--- src/rtl/pwm_capture.sv ---
// pwm_capture: measures the high time and period of an asynchronous PWM line.
// It counts clk cycles between pwm_in edges after a 2-flop synchronizer.
// high_cnt and period_cnt update together, and meas_valid pulses for one cycle
// after each complete period.
// A run counter that saturates with no edge means loss of signal: the FSM
// drops back to IDLE.
// Optional feature macro: PWM_CAPTURE_STUCK_DETECT_EN. When it is defined, a
// saturated run counter also raises stuck and records the line level in
// stuck_level. When it is undefined, stuck and stuck_level are tied low.
//
// Output protocol: meas_valid is a one-cycle strobe with no ready/backpressure.
// high_cnt and period_cnt are valid on the cycle meas_valid is high. They hold
// their values until the next strobe or reset.
module pwm_capture #(
  parameter int CTR_LEN = 16
) (
  input  logic               clk,
  input  logic               rstn,
  input  logic               pwm_in,
  output logic [CTR_LEN-1:0] high_cnt,
  output logic [CTR_LEN-1:0] period_cnt,
  output logic               meas_valid,
  output logic               stuck,
  output logic               stuck_level
);

  localparam logic [1:0] IDLE = 2'd0;
  localparam logic [1:0] HIGH = 2'd1;
  localparam logic [1:0] LOW  = 2'd2;

  localparam logic [CTR_LEN-1:0] CNT_MAX = '1;

  logic               sync1;
  logic               s;
  logic               s_prev;
  logic               rise;
  logic               fall;
  logic               sat;
  logic [1:0]         state;
  logic [1:0]         state_nxt;
  logic [CTR_LEN-1:0] run_cnt;
  logic [CTR_LEN-1:0] hi_lat;

  // Synchronize pwm_in and keep the previous synchronized level for edge detect.
  always_ff @(posedge clk or negedge rstn) begin
    if (!rstn) begin
      sync1  <= 1'b0;
      s      <= 1'b0;
      s_prev <= 1'b0;
    end else begin
      sync1  <= pwm_in;
      s      <= sync1;
      s_prev <= s;
    end
  end

  assign rise = s & ~s_prev;
  assign fall = ~s & s_prev;
  // Saturation only counts when no edge arrives that cycle; an edge always wins.
  assign sat  = (run_cnt == CNT_MAX) && !rise && !fall;

  // Run counter: restarts at 1 on each rise and otherwise counts up, saturating.
  always_ff @(posedge clk or negedge rstn) begin
    if (!rstn) begin
      run_cnt <= '0;
    end else if (rise) begin
      run_cnt <= CTR_LEN'(1);
    end else if (run_cnt != CNT_MAX) begin
      run_cnt <= run_cnt + CTR_LEN'(1);
    end
  end

  // Next-state logic: follow the edges, or fall back to IDLE on saturation.
  always_comb begin
    state_nxt = state;
    unique case (state)
      IDLE: begin
        if (rise) state_nxt = HIGH;
      end
      HIGH: begin
        if (fall)     state_nxt = LOW;
        else if (sat) state_nxt = IDLE;
      end
      LOW: begin
        if (rise)     state_nxt = HIGH;
        else if (sat) state_nxt = IDLE;
      end
      default: state_nxt = IDLE;
    endcase
  end

  // State register.
  always_ff @(posedge clk or negedge rstn) begin
    if (!rstn) state <= IDLE;
    else       state <= state_nxt;
  end

  // Latch the high time on the falling edge, then publish both counts on the
  // next rise. A rise that leaves IDLE only starts a measurement.
  always_ff @(posedge clk or negedge rstn) begin
    if (!rstn) begin
      hi_lat     <= '0;
      high_cnt   <= '0;
      period_cnt <= '0;
      meas_valid <= 1'b0;
    end else begin
      meas_valid <= 1'b0;
      if (state == HIGH && fall) begin
        hi_lat <= run_cnt;
      end
      if (state == LOW && rise) begin
        period_cnt <= run_cnt;
        high_cnt   <= hi_lat;
        meas_valid <= 1'b1;
      end
    end
  end

`ifdef PWM_CAPTURE_STUCK_DETECT_EN
  // Stuck flag: set on saturation with the current level, cleared by any edge.
  always_ff @(posedge clk or negedge rstn) begin
    if (!rstn) begin
      stuck       <= 1'b0;
      stuck_level <= 1'b0;
    end else if (rise || fall) begin
      stuck <= 1'b0;
    end else if (sat && !stuck) begin
      stuck       <= 1'b1;
      stuck_level <= s;
    end
  end
`else
  assign stuck       = 1'b0;
  assign stuck_level = 1'b0;
`endif

endmodule

--- config.mk ---
export PLATFORM = sky130hd
export DESIGN_NAME = pwm_capture
export DESIGN_NICKNAME = d
export VERILOG_FILES = /design/src/rtl/pwm_capture.sv
export SDC_FILE = /design/constraint.sdc
export NUM_CORES = 1
export LEC_CHECK = 0
export CELL_PAD_IN_SITES_DETAIL_PLACEMENT = 1
export CELL_PAD_IN_SITES_GLOBAL_PLACEMENT = 2
export CORE_MARGIN = 2
export CORE_UTILIZATION = 35
export CTS_BUF_LIST = sky130_fd_sc_hd__clkbuf_16
export DETAILED_ROUTE_END_ITERATION = 12
export GPL_ROUTABILITY_DRIVEN = 0
export GPL_TIMING_DRIVEN = 0
export HOLD_SLACK_MARGIN = 0.15
export PLACE_DENSITY = 0.76
export REMOVE_ABC_BUFFERS = 1
export SLEW_MARGIN = 15
export SYNTH_ARGS = -nofsm -noshare
export SYNTH_HDL_FRONTEND = slang
export SYNTH_SLANG_ARGS = --single-unit
--- constraint.sdc ---
create_clock -name clk -period 1.7 [get_ports clk]
set_input_delay 0.34 -clock clk [delete_from_list [all_inputs] [get_ports clk]]
set_output_delay 0.34 -clock clk [all_outputs]
set_load 0.01 [all_outputs]
==> flow_summary.toml, run 1 <==
[global_routing]
grt_most_used_layer = "met2"
use_met2 = 0.208
grtUsageMet3 = 0.0447
grt_overflow = 0
gr-usage-met1 = 0.196
grtUsageTotal = 0.140
antenna_found_initial = 0
grt_pass1_vias = 2061
grt_start_max_net_pins = 43
grt_pass1_wl_microns = 10700

[final_layout]
num_antenna_cells = 0
regArea_sq_mm = 0.00176
fillers = 878
fin_cells = 388
area_growth_pct = 29.0
final_nets = 279
finalInstanceArea_sq_mm = 0.00407
multi_input_area_sq_mm = 0.00132
drive_gt1_frac = 0.364

[die]
die_area_sq_mm = 0.00978
ios = 38
die_x_microns = 98.9
coreArea_sq_mm = 0.00872
rows = 34
chipHeight_microns = 98.9
start_util = 0.362

[synthesis]
yosysWarnings = 0
ys_top_cells_by_area = "dfrtp_1 56%, mux2_4 14%, mux2_2 6.1%"
yosysMostFrequentCell = "dfrtp_1"
yosysUniqueCellTypes = 44
synth_edf_count = 0
synth_top_cell_by_area = "dfrtp_1"
synthArstFlopShare = 1.00
synth_area_sq_mm = 0.00315
syn_avg_cell_area_sq_um = 14.1
synth_top_area_frac = 0.556
syn_inst = 223
ys_seq_area_frac = 0.556
ys_ff_latch = 70
synth_commonest_cells = "70 x dfrtp_1, 30 x mux2_4, 17 x mux2_2, 11 x nand2_1, 9 x nand3_1"
synth_top_flop_cell = "dfrtp_1"

[routing]
ant_nets = 0
drtIter0Drc = 50
drtPass1Iterations = 4
wl_per_cell_microns = 16.9
via_per_inst = 5.12
vias = 1988
wirelength_microns = 6570
drcViolationCount = 0

[clocking]
cts_tree = "done"
cts.htree.levels = 3
clock_path_buffers = 2
clk_pin_slew_ns = 0.05
numCtsBuffers = 9
cts.sinks = 70
root_buffer = "clkbuf_16"
clk-insertion-delay-late_ns = 0.32

[sta]
setup_viol = 0
worstMarginPinSlew_ns = 0.571
max_freq_mhz = 621
maxSlewHeadroom = 0.618
hold_viol = 0
tns_ns = 0
drv_slew = 0
post-route-min-period_ns = 1.61
fin_ws_ns = 0.0894
period_share = 0.947
finalClockSkew_ns = 0.00349
grt_setup_unrepaired = "false"

[placed_design]
dp.cells = 357
port_buffers = 35
postPlaceCellArea_sq_mm = 0.00357
place_hpwl_microns = 3990
pre_cts_ws_ns = -0.747

[pwr]
power.leakage_nw = 1.82
p_per_area_mw_per_mm2 = 1120
vdd_drop_max_mv = 0.726

[critical_path]
cp-start-kind = "flip-flop"
reg2regPathDepth = 5
r2r-end = "run_cnt[0]"
cp_max_fo = 5
crit_required_ns = 1.90
r2r_setup_slack_ns = 0.09
end_kind = "flip-flop"
worstSetupPathType = "reg -> reg"
r2r_start = "run_cnt[0]"
worstPathArrival_ns = 1.82

[hold_path]
min_from = "sync1"
holdPathEnd = "s"
hold_class = "reg -> reg"
min_delay_path_depth = 0

[run]
cap_violations = 0

[status]
status = "complete, no violations"
==> layout by cell type, fill, tap and decap left out, types with 4 or more instances in the layout <==
| cell | netlist | layout |
|---|---|---|
| dfrtp_1 | 70 | 64 |
| nand3_1 | 9 | 7 |
| nand4_1 | 6 | 6 |
| clkdlybuf4s50_1 | 0 | 34 |
| dfrtp_2 | 0 | 6 |
| buf_4 | 2 | 11 |
| mux2_4 | 30 | 30 |
| a21oi_1 | 7 | 7 |
| clkbuf_16 | 0 | 9 |
| inv_1 | 4 | 4 |
| o21ai_0 | 6 | 6 |
| a31oi_1 | 4 | 4 |
| mux2_2 | 17 | 17 |
| nand2_1 | 11 | 11 |
==> where the power goes <==
group	internal (mW)	switching, mW	total, mW
Sequential	1.87	0.179	2.05
Clock	1.11	0.651	1.76
Combinational	0.439	0.299	0.738
Total	3.42	1.13	4.55
==> repair_timing <==
action,4_1_cts,5_1_grt
endpoints found under the setup margin,50,32
gates cloned,0,1
hold endpoints to repair,28,0
hold buffers,1,0
resized for setup,11,10
pin swaps,2,4
setup buffers,6,7
==> flip-flops by register name (all words and copies together), names as in the netlist <==
signal / count
meas_valid: 1
sync1: 1
high_cnt: 16
period_cnt: 16
s: 1
s_prev: 1
run_cnt: 16
state: 2
hi_lat: 16
==> final cells by class <==
| type | count | share of cell area |
|---|---|---|
| Timing Repair Buffer | 53 | 0.137 |
| Clock buffer | 9 | 0.0554 |
| Inverter | 5 | 0.00461 |
| Tap cell | 108 | 0.0332 |
| Multi-Input combinational cell | 136 | 0.323 |
| Sequential cell | 70 | 0.432 |
| Clock inverter | 7 | 0.0138 |
==> metal layers <==
| metal | part of all wire | wire length [microns] | vias to the layer above |
|---|---|---|---|
| met3 | 0.045 | 297 | 5 |
| met1 | 0.49 | 3190 | 1008 |
| met5 | 0 | 0 | - |
| li1 | - | - | 930 |
| met2 | 0.46 | 3000 | 45 |
| met4 | 0.012 | 79 | 0 |
==> logic make-up after synthesis <==
| family | after synthesis | share of synthesized area |
|---|---|---|
| multiplexers | 51 | 0.217 |
| adder cells (fa/ha/maj) | 1 | 0.00397 |
| AO/OA/AOI/OAI | 30 | 0.0631 |
| other | 1 | 0.00119 |
| flip-flops | 70 | 0.556 |
| AND/OR/NAND/NOR | 50 | 0.107 |
| buffers and inverters | 19 | 0.0496 |
| XOR/XNOR | 1 | 0.00278 |
==> critical path: stages, from the launching register on <==
cell and delay [ns]:
dfrtp_2 0.39, ha_4 0.17, nand3_4 0.12, nor4_4 0.37, nand2_4 0.13, mux2_4 0.31
==> stage by stage <==
| step | hold slack, ns | power (mW) | utilization |
|---|---|---|---|
| 3_5_place_dp | 0.300 | 2.72 | 0.410 |
| 5_1_grt | 0.370 | 4.77 | 0.466 |
| 6_report | 0.348 | 4.55 | 0.466 |
| 4_1_cts | 0.349 | 4.57 | 0.454 |
| 2_1_floorplan | 0.0444 | 2.38 | - |
| 3_3_place_gp | 0.333 | 2.68 | 0.402 |
==> how the worst max path moves through the flow <==
stage,startpoint,endpoint,slack [ns],depth (start not counted)
2_1_floorplan,s,high_cnt[2],-0.96,3
3_3_place_gp,rstn,high_cnt[2],-2.14,1
3_5_place_dp,s,high_cnt[8],-0.75,4
4_1_cts,s,period_cnt[8],-0.02,4
5_1_grt,s,run_cnt[13],0.0005,6
6_report,run_cnt[0],run_cnt[0],0.09,5
Power figures use the tool's default switching activity.
==> run 2: changes to the inputs <==
--- a/config.mk
+++ b/config.mk
@@ -5,10 +5,11 @@
 export SDC_FILE = /design/constraint.sdc
 export NUM_CORES = 1
 export LEC_CHECK = 0
+export ABC_AREA = 1
 export CELL_PAD_IN_SITES_DETAIL_PLACEMENT = 1
 export CELL_PAD_IN_SITES_GLOBAL_PLACEMENT = 2
 export CORE_MARGIN = 2
-export CORE_UTILIZATION = 35
+export CORE_UTILIZATION = 30
 export CTS_BUF_LIST = sky130_fd_sc_hd__clkbuf_16
 export DETAILED_ROUTE_END_ITERATION = 12
 export GPL_ROUTABILITY_DRIVEN = 0
==> run 2 against run 1 <==
Sequential share of layout area grew 1.9 points. Total power grew 7.8%. Wire length is 0.11% lower. Critical endpoint is now high_cnt[8]. Largest power group is now clock. Highest routed layer unchanged.
==> flow_summary.toml, run 2 <==
[hold_path]
min_delay_path_depth = 0
min_from = "sync1"
holdPathEnd = "s"
hold_class = "reg -> reg"

[critical_path]
crit_required_ns = 1.36
end_kind = "output pin"
cp_max_fo = 2
r2r_setup_slack_ns = 0.17
r2r-end = "run_cnt[0]"
r2r_start = "run_cnt[0]"
path_cells = "clkdlybuf4s50_1"
crit_family = "buffers and inverters"
worstSetupPathType = "reg -> out"
cp.depth = 1
worst-path-buf-inv = 1
reg2regPathDepth = 8
cp-start-kind = "flip-flop"
worstPathArrival_ns = 1.22
critPathSlowestCell = "clkdlybuf4s50_1"
max_stage_delay_ns = 0.54
cp-startpoint = "high_cnt[8]"

[sta]
hold_viol = 0
finalClockSkew_ns = 0.00665
setup_viol = 0
max_freq_mhz = 640
grt_setup_unrepaired = "false"
post-route-min-period_ns = 1.56
tns_ns = 0
fin_ws_ns = 0.138
period_share = 0.919
worstMarginPinSlew_ns = 0.571
maxSlewHeadroom = 0.618
drv_slew = 0

[pwr]
vdd_drop_max_mv = 0.389
power.leakage_nw = 1.90
power_mw = 4.90
p_per_area_mw_per_mm2 = 1260

[final_layout]
final_cell_mix = "130 x nand2_1, 70 x dfrtp_1, 34 x clkdlybuf4s50_1"
fillers = 1157
fin_cells = 521
area_growth_pct = 29.1
final_common_cell = "nand2_1"
num_antenna_cells = 0
final_nets = 387
drive_gt1_frac = 0.108
finalInstanceArea_sq_mm = 0.00388

[global_routing]
grt_overflow = 0
grtUsageTotal = 0.133
grt_pass1_wl_microns = 11600
grt_start_max_net_pins = 49
grt_pass1_vias = 2432
antenna_found_initial = 0

[synthesis]
syn_avg_cell_area_sq_um = 8.77
synth_top_area_frac = 0.583
yosysWarnings = 0
yosysUniqueCellTypes = 28
synth_top_flop_cell = "dfrtp_1"
ys_ff_latch = 70
synth_commonest_cells = "131 x nand2_1, 70 x dfrtp_1, 30 x inv_1, 24 x o21ai_0, 20 x nand3_1"
synth_area_sq_mm = 0.00301
yosysMostFrequentCell = "nand2_1"
synth_top_cell_by_area = "dfrtp_1"
ys_seq_area_frac = 0.583
ys_top_cells_by_area = "dfrtp_1 58%, nand2_1 16%, o21ai_0 4.0%"
synth_edf_count = 0
synthArstFlopShare = 1.00
syn_inst = 343

[clocking]
root_buffer = "clkbuf_16"
clk-insertion-delay-late_ns = 0.33
cts_tree = "done"
cts.sinks = 70
clk_pin_slew_ns = 0.06
cts.htree.levels = 3
clock_path_buffers = 2
numCtsBuffers = 9

[placed_design]
place_hpwl_microns = 4420
port_buffers = 35
postPlaceCellArea_sq_mm = 0.00347
dp.cells = 500
pre_cts_ws_ns = -0.0953

[routing]
drcViolationCount = 0
via_per_inst = 4.42
drtPass1Iterations = 4
wl_per_cell_microns = 12.6
drtIter0Drc = 49
ant_nets = 0
vias = 2304
wirelength_microns = 6560

[die]
coreArea_sq_mm = 0.00973
die_x_microns = 104
chipHeight_microns = 104
die_area_sq_mm = 0.0108
start_util = 0.309
rows = 36
ios = 38

[run]
cap_violations = 0

[status]
status = "complete, no violations"
## run 2: layer usage
metal	track usage	share of wire	up-vias
met5	0	0	-
met4	0.0463	0.014	0
met3	0.0382	0.036	7
met2	0.218	0.48	35
met1	0.167	0.47	1110
li1	-	-	1152
## run 2: metrics by stage
stage                     utilization  hold WS (ns)
after floorplan                     -        0.0444
after global placement          0.354         0.336
after detailed placement        0.357         0.288
after CTS                       0.395         0.350
after global routing            0.399         0.357
final                           0.399         0.348
## run 2: cell type report
class / instances / area, sq um / area share
clock buffers: 9 / 225 / 0.0580
clock inverters: 7 / 138 / 0.0354
inverters: 34 / 131 / 0.0338
multi-input cells: 227 / 1050 / 0.272
flip-flops and latches: 70 / 1750 / 0.451
well taps: 133 / 166 / 0.0429
repair buffers: 41 / 415 / 0.107
## run 2: power breakdown
part / internal (mW) / total (mW) / switching, mW
Clock: 1.58 / 2.27 / 0.696
Combinational: 0.278 / 0.631 / 0.352
Sequential: 1.86 / 2.00 / 0.140
## run 2: cell families (layout without fill, tap and decap cells)
family / after synthesis / after routing / share of synthesized area
AOI/OAI and AO/OA: 41 / 41 / 0.0741
xor gates and xnor gates: 1 / 1 / 0.00291
adders and majority gates: 1 / 1 / 0.00416
buffers and inverters: 47 / 91 / 0.0703
DFF: 70 / 70 / 0.583
other: 1 / 2 / 0.00125
and+or+nand+nor: 182 / 182 / 0.265
## run 2: repair_timing
| action | CTS | global route |
|---|---|---|
| pin swaps | 0 | 2 |
| setup endpoints to repair | 49 | 36 |
| buffers inserted | 0 | 4 |
| hold buffers | 1 | 0 |
| gates resized for setup | 2 | 1 |
| endpoints found under the hold margin | 25 | 0 |
## run 2: worst max-delay path by stage
| stage | end |
|---|---|
| floorplan | period_cnt[0] |
| global placement | sync1 |
| detailed placement | period_cnt[15] |
| CTS | period_cnt[15] |
| global route | run_cnt[0] |
| finish | high_cnt[8] |
==> edit 1 (flow settings as in run 2) <==
Add a define of `PWM_CAPTURE_STUCK_DETECT_EN`.
--- a/src/rtl/pwm_capture.sv
+++ b/src/rtl/pwm_capture.sv
@@ -13,2 +13,4 @@
 // their values until the next strobe or reset.
+`define PWM_CAPTURE_STUCK_DETECT_EN
+
 module pwm_capture #(
Function: no difference found for any inputs over 10 cycles, from zero or initial values and one cycle with rstn low; that may be too few to reach the edited logic, so the function may still have changed.
==> edit 1 against run 2 <==
- setup slack worse by 22 ps
- utilization shrank 0.59 points
- hold slack improved by 2.0 ps
- largest power group unchanged
- cell area increased by 3.6%
- global-route usage rose by 0.66 points
- routed wire length rose by 8.8%
- sequential cell count rose by 2
- synthesized area rose by 4.3%
- sequential share of layout area down 0.30 points
- clock power is 5% lower
- total power shrank 0.85%
==> edit 1: results <==
metrics = {
    "worst_setup_path": {
        "crit_fanout": 3,
        "crit_arrival_ps": 1240,
        "crit_family": "buffers and inverters",
    },
    "placed_design": {
        "place_ws_ps": -530,
        "place.detailed.hpwl_um": 4910,
        "numPortBuffers": 37,
        "placed_area_um2": 3640,
    },
    "global_route": {
        "grt_max_degree": 60,
        "grt.total_usage": 0.139,
        "grt_pass1_vias": 2506,
    },
    "pwr": {
        "total_power_uw": 4860,
        "power.share.combinational": 0.134,
        "p_sw_uw": 1240,
        "p_leak_uw": 0.00185,
        "sequentialPower_uw": 2060,
        "peakVddDrop_v": 0.000516,
        "p_per_area_nw_per_um2": 1210,
    },
    "logic_synthesis": {
        "ys_seq_area_frac": 0.574,
        "ys_types": 26,
        "synth.avg_cell_area_um2": 9.07,
        "synthXorXnorAreaFrac": 0,
        "synth.area.top_cells": "dfrtp_1, nand2_1, o21ai_0, inv_1, nand3_1",
        "ys_top_cells_by_count": "nand2_1, dfrtp_1, o21ai_0",
    },
    "sta": {
        "fin_skew_ps": 4.36,
        "tightest_slew_ps": 475,
    },
    "cells_and_area": {
        "fillers": 1195,
        "drive_gt1_frac": 0.121,
        "antennaDiodeCount": 0,
        "fin_nets": 391,
    },
    "run_status": {
        "status": "finished, final reports clean",
    },
    "drt": {
        "drtIter0Drc": 87,
        "routed_wl_um": 7140,
        "via_count": 2430,
        "detail_route.wl_per_cell_um": 13.6,
    },
    "clock_tree": {
        "cts_made_buffers": 9,
    },
}
## edit 1: cell types whose count changed in the layout (fill, tap and decap cells not counted), sizes merged, moves of 2 or more
cell / change
clkdlybuf4s50: +2
nand4: +3
buf: -2
o21ai: +16
inv: +12
nor2: -2
nand2: -38
a31oi: +5
nand3: -2
conb: -2
nor3: +7
ha: +2
dfrtp: +2
## edit 1: metal layers
layer | track usage | wire, µm
met5 | 0 | 0
met1 | 0.180 | 3390
met3 | 0.0374 | 246
met2 | 0.223 | 3370
met4 | 0.0517 | 133
## edit 1: layout make-up
type,instances,share of cell area
clock buffer,9,0.0560
tap,136,0.0423
inverter,47,0.0470
sequential,72,0.448
timing repair buffer,41,0.108
multi-input combinational,214,0.272
clock inverter,7,0.0274
## edit 1: path summary, 6_finish.rpt
check | startpoint | endpoint | slack [ps] | cells after the start
max | stuck$_DFFE_PN0P_ | stuck | 120 | 1
min | sync1$_DFF_PN0_ | s$_DFF_PN0_ | 350 | 0
max reg2reg | run_cnt[1]$_DFFE_PN0P_ | stuck_level$_DFFE_PN0P_ | 140 | 8
min reg2reg | sync1$_DFF_PN0_ | s$_DFF_PN0_ | 350 | 0
max in group asynchronous | rstn | period_cnt[15]$_DFFE_PN0P_ | 620 | 3
min in group asynchronous | rstn | high_cnt[13]$_DFFE_PN0P_ | 520 | 2
## edit 1: repair_timing
item,4_1_cts,5_1_grt
pin swaps,1,0
gates resized for setup,4,4
setup buffers,1,0
hold buffers,1,0
endpoints found under the hold margin,35,0
setup endpoints to repair,42,30
## edit 1: logic make-up after synthesis
| logic type | after synthesis |
|---|---|
| and+or+nand+nor | 150 |
| buffers and inverters | 60 |
| DFF | 72 |
| adders and majority gates | 3 |
| AOI/OAI and AO/OA | 61 |
==> edit 2 (flow settings as in run 2) <==
Without the edit above. Register the input `pwm_in` before use, cleared by the reset. The logic sees it one clock later. Comments in the files are not updated.
--- a/src/rtl/pwm_capture.sv
+++ b/src/rtl/pwm_capture.sv
@@ -32,2 +32,12 @@
 
+  logic pwm_q;
+
+  always_ff @(posedge clk or negedge rstn) begin
+    if (!rstn) begin
+      pwm_q <= '0;
+    end else begin
+      pwm_q <= pwm_in;
+    end
+  end
+
   logic               sync1;
@@ -50,3 +60,3 @@
     end else begin
-      sync1  <= pwm_in;
+      sync1  <= pwm_q;
       s      <= sync1;
Formal check against the unedited RTL: not equivalent (Yosys sat finds a counterexample within 10 cycles, from zero or initial values and one cycle with rstn low).
==> edit 2 against run 2 <==
- cell count down 1.5%
- cell area fell by 3.3%
- die area down 0.56%
- clock power fell by 31%
- utilization shrank 1.3 points
- total power decreased by 14%
- synthesized area is 0.58% lower
- sequential cell count rose by 1
- hold slack worse by 1.0 ps
- fmax up 0.35%
- count of clock-buffer cells in the layout is the same
- combinational power up 4.0%
- critical endpoint is now state[1]$_DFFE_PN0P_
- setup slack better by 5.4 ps
- routed wire length increased by 1.9%
==> edit 2: results <==
metrics = {
    "global_route": {
        "grt.total_usage": 0.136,
        "grt_pass1_vias": 2368,
        "grt_util_met2": 0.218,
        "use_met3": 0.0346,
        "grt_pass1_wl_um": 11700,
    },
    "worst_setup_path": {
        "rrSetupSlack_ps": 140,
        "worst_path_largest_cell_delay_ps": 420,
        "crit_fanout": 18,
        "crit_family": "simple AND/OR/NAND/NOR gates",
        "r2r_cells": 6,
        "critical_path.startpoint": "s$_DFF_PN0_",
    },
    "pwr": {
        "peakVddDrop_v": 0.000463,
        "power.share.combinational": 0.155,
        "clkPwrFrac": 0.371,
        "sw_frac_of_total": 0.265,
    },
    "cells_and_area": {
        "buf_share": 0.109,
        "fin_nets": 381,
        "fillers": 1164,
        "register_area_um2": 1780,
        "multi_input_area_um2": 1060,
        "inv_count": 25,
        "num-multi-input-gates": 229,
    },
    "placed_design": {
        "place_inst": 494,
        "place.detailed.hpwl_um": 4550,
    },
    "logic_synthesis": {
        "ys_types": 26,
        "synth_compound_area_frac": 0.0808,
        "ys_seq_area_frac": 0.594,
        "synth.area.top_cells": "dfrtp_1, nand2_1, o21ai_0, nand3_1, inv_1",
        "synthCells": 337,
        "synthXorXnorAreaFrac": 0,
        "ys_top_cells_by_count": "nand2_1, dfrtp_1, o21ai_0",
    },
    "clock_tree": {
        "cts_resized": 5,
        "cts_sinks": 71,
    },
    "drt": {
        "wl_met3_um": 208,
        "routed_wl_um": 6680,
        "via_count": 2264,
        "drtIter0Drc": 64,
        "detail_route.wl_per_cell_um": 13.0,
        "met2_wirelength_um": 3180,
    },
    "sta": {
        "fin_skew_ps": 3.09,
        "tightest_slew_ps": 552,
    },
    "run_status": {
        "status": "finished, final reports clean",
    },
}
edit 2: cell types whose count changed in the layout (fill, tap and decap cells not counted), moves of 3 or more:
cell and delta:
o21ai_0 +11, bufinv_16 -4, inv_1 -6, o21ai_1 -10, nor3_1 +3, nor2_1 +3
edit 2: per-stage QoR:
step / hold WS [ps] / total power, µW / cell area, µm² / setup slack [ps]
2_1_floorplan: 44.4 / 2350 / 2900 / 291
5_1_grt: 378 / 4510 / 3760 / 0.666
3_3_place_gp: 335 / 2650 / 3420 / -2290
3_5_place_dp: 335 / 2690 / 3440 / -140
4_1_cts: 350 / 4300 / 3710 / 13.2
6_report: 347 / 4240 / 3760 / 144
edit 2: worst reg2reg max path, delay by kind of cell (launching register included):
| kind | cells | cell delay (ps) |
|---|---|---|
| compound gates | 1 | 120 |
| flops | 1 | 420 |
| simple gates | 4 | 730 |
| buf+inv | 1 | 150 |
